File: src/rtl/mem_arb_pkg.sv
// Shared types and defaults for the two-port memory arbiter.
package mem_arb_pkg;

  localparam int ADDR_W_DEF = 16;
  localparam int DATA_W_DEF = 32;

  typedef enum logic [1:0] {
    IDLE   = 2'd0,
    ACCESS = 2'd1,
    RESP   = 2'd2
  } state_e;

  typedef enum logic {
    PORT_F = 1'b0,
    PORT_D = 1'b1
  } port_e;

endpackage

File: src/rtl/rr_arb2.sv
// Two-way round-robin arbiter: the pointer names the preferred port and
// flips to the other port after every taken grant.
module rr_arb2
  import mem_arb_pkg::*;
(
  input  logic       clk,
  input  logic       rst_n,
  input  logic [1:0] req,
  input  logic       advance,
  output logic [1:0] gnt
);

  port_e ptr;

  always_comb begin
    gnt = 2'b00;
    if (ptr == PORT_F) begin
      if (req[0])      gnt = 2'b01;
      else if (req[1]) gnt = 2'b10;
    end else begin
      if (req[1])      gnt = 2'b10;
      else if (req[0]) gnt = 2'b01;
    end
  end

  always_ff @(posedge clk or negedge rst_n) begin
    if (!rst_n) begin
      ptr <= PORT_F;
    end else if (advance && (gnt != 2'b00)) begin
      ptr <= gnt[0] ? PORT_D : PORT_F;
    end
  end

endmodule

File: src/rtl/mem_arbiter.sv
// Single-outstanding arbiter sharing one synchronous-read memory between a
// read-only fetch port and a read/write data port (IDLE -> ACCESS -> RESP).
module mem_arbiter
  import mem_arb_pkg::*;
#(
  parameter int ADDR_W = ADDR_W_DEF,
  parameter int DATA_W = DATA_W_DEF
) (
  input  logic              clk,
  input  logic              rst_n,
  input  logic              f_req,
  input  logic [ADDR_W-1:0] f_addr,
  output logic              f_ready,
  output logic              f_rsp_valid,
  input  logic              f_rsp_ready,
  input  logic              d_req,
  input  logic              d_we,
  input  logic [ADDR_W-1:0] d_addr,
  input  logic [DATA_W-1:0] d_wdata,
  output logic              d_ready,
  output logic              d_rsp_valid,
  input  logic              d_rsp_ready,
  output logic [DATA_W-1:0] rsp_rdata,
  output logic              mem_rd,
  output logic              mem_wr,
  output logic [ADDR_W-1:0] mem_addr,
  output logic [DATA_W-1:0] mem_data,
  input  logic [DATA_W-1:0] mem_out
);

  state_e state_q;
  state_e state_d;

  logic [1:0]        gnt;
  logic              grant;
  logic              in_idle;

  port_e             port_p1;
  logic              we_p1;
  logic [ADDR_W-1:0] addr_p1;
  logic [DATA_W-1:0] wdata_p1;
  logic [DATA_W-1:0] rdata_p2;

  assign in_idle = (state_q == IDLE);
  assign grant   = in_idle && (gnt != 2'b00);

  rr_arb2 u_arb (
    .clk     (clk),
    .rst_n   (rst_n),
    .req     ({d_req, f_req}),
    .advance (in_idle),
    .gnt     (gnt)
  );

  // Request capture into the access stage; fetch requests are always reads
  always_ff @(posedge clk or negedge rst_n) begin
    if (!rst_n) begin
      port_p1  <= PORT_F;
      we_p1    <= 1'b0;
      addr_p1  <= '0;
      wdata_p1 <= '0;
    end else if (grant) begin
      port_p1  <= gnt[1] ? PORT_D : PORT_F;
      we_p1    <= gnt[1] & d_we;
      addr_p1  <= gnt[1] ? d_addr : f_addr;
      wdata_p1 <= gnt[1] ? d_wdata : '0;
    end
  end

  // Access stage -> response stage: read data or zero write acknowledge
  always_ff @(posedge clk or negedge rst_n) begin
    if (!rst_n) begin
      rdata_p2 <= '0;
    end else if (state_q == ACCESS) begin
      rdata_p2 <= we_p1 ? '0 : mem_out;
    end
  end

  always_ff @(posedge clk or negedge rst_n) begin
    if (!rst_n) state_q <= IDLE;
    else        state_q <= state_d;
  end

  always_comb begin
    state_d = state_q;
    case (state_q)
      IDLE:    if (grant) state_d = ACCESS;
      ACCESS:  state_d = RESP;
      RESP:    if ((port_p1 == PORT_F) ? f_rsp_ready : d_rsp_ready) state_d = IDLE;
      default: state_d = IDLE;
    endcase
  end

  always_comb begin
    f_ready     = in_idle & gnt[0];
    d_ready     = in_idle & gnt[1];
    f_rsp_valid = 1'b0;
    d_rsp_valid = 1'b0;
    rsp_rdata   = '0;
    mem_rd      = 1'b0;
    mem_wr      = 1'b0;
    mem_addr    = '0;
    mem_data    = '0;
    if (state_q == ACCESS) begin
      mem_rd   = ~we_p1;
      mem_wr   = we_p1;
      mem_addr = addr_p1;
      mem_data = we_p1 ? wdata_p1 : '0;
    end
    if (state_q == RESP) begin
      f_rsp_valid = (port_p1 == PORT_F);
      d_rsp_valid = (port_p1 == PORT_D);
      rsp_rdata   = rdata_p2;
    end
  end

endmodule

File: config.mk
export PLATFORM = sky130hd
export DESIGN_NAME = mem_arbiter
export DESIGN_NICKNAME = d
export VERILOG_FILES = /design/src/rtl/mem_arb_pkg.sv /design/src/rtl/rr_arb2.sv /design/src/rtl/mem_arbiter.sv
export SDC_FILE = /design/constraint.sdc
export NUM_CORES = 1
export LEC_CHECK = 0
export ABC_CLOCK_PERIOD_IN_PS = 1800
export CAP_MARGIN = 25
export CORE_MARGIN = 2
export CORE_UTILIZATION = 38
export DETAILED_ROUTE_END_ITERATION = 12
export GPL_TIMING_DRIVEN = 0
export PLACE_DENSITY = 0.85
export SETUP_SLACK_MARGIN = 0.15
export SYNTH_ARGS = -nofsm -noshare
export SYNTH_HDL_FRONTEND = slang
export SYNTH_SLANG_ARGS = --single-unit
File: constraint.sdc
create_clock -name clk -period 1.8 [get_ports clk]
set_clock_uncertainty 0.15 [all_clocks]
set_input_delay 0.54 -clock clk [delete_from_list [all_inputs] [get_ports clk]]
set_output_delay 0.54 -clock clk [all_outputs]
set_load 0.02 [all_outputs]
==> summary.md <==
| Metric | Value |
|---|---|
| Peak supply drop | about 0.00083 V |
| # diodes | 0 |
| WP data required | 1110 ps |
| DRT iter0 DRCs | between 200 and 250 |
| P_leak | 3.47 nW |
| Grt ovf | 0 |
| Cell Count, Final, Fillers Out | approximately 800 |
| Delay of the slowest cell on the worst path | 430 ps |
| Crit path max fanout | 10 |
| CTS Buf Count | 9 |
| Longest Clk Path Bufs | 2 |
| Met3 wire length | 1030 um |
| Row count | 38 |
| Syn_area_per_cell | 9.82 um^2 |
| Synth area leaders | dfrtp_1 52%, and2_1 7.6%, a22o_1 7.0% |
| Routed vias | between 4000 and 5000 |
| Die H | between 100 and 150 um |
| Vias in the first global route | between 4000 and 5000 |
| Drt via density | ~5.2 |
| Hold_ws | -1.46 ps |
| Drc violations | 0 |
| Final wirelength | 13800 um |
| Failing checks | hold timing, setup timing |
| Area leader, netlist | dfrtp_1 |
| Max Freq | 0.437 GHz |
| Crit path arrival time | approximately 1600 ps |
| Worst slew pin tran | 518 ps |
| Highest metal used | met4 |
| Worst relative slew slack | 65.4% |
| Clock sink count | 85 |
| Drt pass-1 iters | 4 |
| CP endpoint kind | output port |
| Initial core utilization | roughly 39% |
| Final core utilization | a little over two thirds |
| Worst-path clk slew | 90 ps |
| Startpoint Class | flip-flop |
| Synth Instances | between 400 and 500 |
| # hold bufs at CTS | 0 |
| Outcome | finished with violations |
| Syn nets | between 500 and 600 |
| Die Span X | around 110 um |
| Final min period | 2290 ps |
| CORE AREA | ~11000 um^2 |
| RePlAce Congestion | just under 0.8 |
| Crit Path Category | flip-flop to output port |
| CTS tree | built |
| PnR worst setup slack | -489 ps |
| Syn. warnings | 0 |
| Hold Fails Final Rpt | 3 |
| Wire per inst | between 15 and 20 um |
| Met2 WL post-DR | 6980 um |
| Port Buffers | roughly 190 |
| Metal1 wirelength | approximately 5500 um |
| Post-synthesis register bit count | 85 |
| Largest net degree at the start of global routing | 50 |
| DP Cell Count | 749 |
| Initial antenna violation count | 0 |
| CTS Root Cell | clkbuf_8 |
| RSZ-0062 raised after global routing | true |
| H-tree levels | 3 |
| Sequential area share after synthesis | between 50% and 60% |
| Post-layout nets | roughly 750 |
| First-pass GRT wire length | approximately 22000 um |
| Commonest cells after routing, fill and taps aside | 99 x clkdlybuf4s50_1, 97 x buf_6, 83 x dfrtp_1 |
| Insertion delay of the later-clocked pin in the worst-skew pair | ~350 ps |
| Max-cap violations | 0 |
| CP max stage cell | dfrtp_2 |
| Worst Reg-to-Reg Cells | 7 |
| Period utilisation layout | 127% |
| Area Overhead vs Synth | 80.7% |
| Die ar. | roughly 12000 um^2 |
| Ports | between 150 and 200 |
| Post-DRT Antenna Nets | 0 |
| Layout cell share with drive strength beyond 1 | 42.1% |
| DP Wirelength | about 9400 um |
| Top cell type's share of synthesized area | between 50 and 60% |
| Library cells used by synthesis | 27 |
| Endpoints failing setup | 86 |
| Commonest non-fill, non-tap cell in the layout | clkdlybuf4s50_1 |
| Final slew viol count | 0 |
| Pwr dens | approximately 1500 nW/um^2 |
| GRT Util Overall | 23.5% |
| Post-Syn Area | 4120 um^2 |
| Critical-path cell list | nor2b_4, buf_4, clkbuf_16, and2_4, buf_2 |
| Min-Delay Path Class | input pin to async pin |
==> cell type report <==
cell class | count | area [um^2]
flip-flops and latches | 85 | 2130
plain buffers | 39 | 462
multi-input cells | 293 | 2170
inverters | 2 | 20.0
clock inverters | 6 | 87.6
repair buffers | 220 | 2280
clock buffers | 10 | 128
well taps | 140 | 175
fillers | 771 | 3250
==> critical path, delay by kind of cell, from the launching register on <==
kind	cells	cell delay, ps
buffers and inverters	3	510
flip-flops	1	430
AND/OR/NAND/NOR	2	320
==> timing repair <==
item	CTS	global route
pin swaps	35	3
cloned	6	1
endpoints found under the setup margin	141	126
setup buffers	18	6
resized for setup	586	50
==> cells in the mapped netlist, drive strengths merged <==
| cell | number |
|---|---|
| inv | 2 |
| nand2b | 3 |
| buf | 17 |
| a31oi | 16 |
| or2 | 1 |
| nor2b | 2 |
| and2b | 1 |
| nand3b | 32 |
| nand2 | 66 |
| nor2 | 3 |
| nand3 | 16 |
| clkbuf | 23 |
| a21o | 2 |
| a21oi | 16 |
| a22o | 33 |
| and3 | 34 |
| and2 | 50 |
| dfrtp | 85 |
| mux2 | 1 |
| o21ai | 17 |
==> sequential cells by signal (all words and copies together), names as in the netlist <==
name       flops
state_q        2
addr_p1       16
port_p1        1
rdata_p2      32
wdata_p1      32
we_p1          1
u_arb.ptr      1
==> path summary, 6_finish.rpt <==
kind                           endpoint  slack, ps         start
setup / recovery                 mem_wr       -490    state_q[0]
max in group asynchronous    state_q[1]        860         rst_n
setup reg to reg           wdata_p1[20]        110     u_arb.ptr
min in group clk           rdata_p2[29]        320  rdata_p2[29]
hold reg to reg            rdata_p2[29]        320  rdata_p2[29]
hold / removal             rdata_p2[28]         -1         rst_n
==> where the power goes <==
| part | internal (mW) | switching (mW) | total, mW |
|---|---|---|---|
| Combinational | 3.41 | 2.93 | 6.34 |
| Sequential | 2.73 | 0.541 | 3.27 |
| Clock | 0.783 | 0.702 | 1.48 |
==> routing by layer <==
layer / GRT usage [%] / vias to the layer above
met5: 0 / -
li1: - / 1921
met4: 7.60 / 0
met2: 41.0 / 209
met3: 6.21 / 34
met1: 28.4 / 2007
==> through the flow <==
| stage | hold slack (ps) | instance area (um^2) | worst slack [ps] | TNS (ps) | power (mW) |
|---|---|---|---|---|---|
| finish | -1.46 | 7450 | -489 | -37090 | 11.1 |
| global placement | 291 | 6480 | -3010 | -329990 | 7.84 |
| global route | 13.3 | 7450 | -562 | -43440 | 11.7 |
| floorplan | 94.4 | 4430 | -30.4 | -30.4 | 6.19 |
| detailed placement | 297 | 6510 | -1260 | -77870 | 8.02 |
| CTS | 9.63 | 7240 | -490 | -38920 | 10.6 |
==> cell families (layout without fill, tap and decap cells) <==
kind of cell | after synthesis | count (layout) | share of synthesized area, %
muxes | 1 | 1 | 0.273
DFF | 85 | 85 | 51.6
and+or+nand+nor | 208 | 208 | 28.8
AOI/OAI and AO/OA | 84 | 84 | 13.8
buffers and inverters | 42 | 277 | 5.55
(Power assumes the default switching activity.)
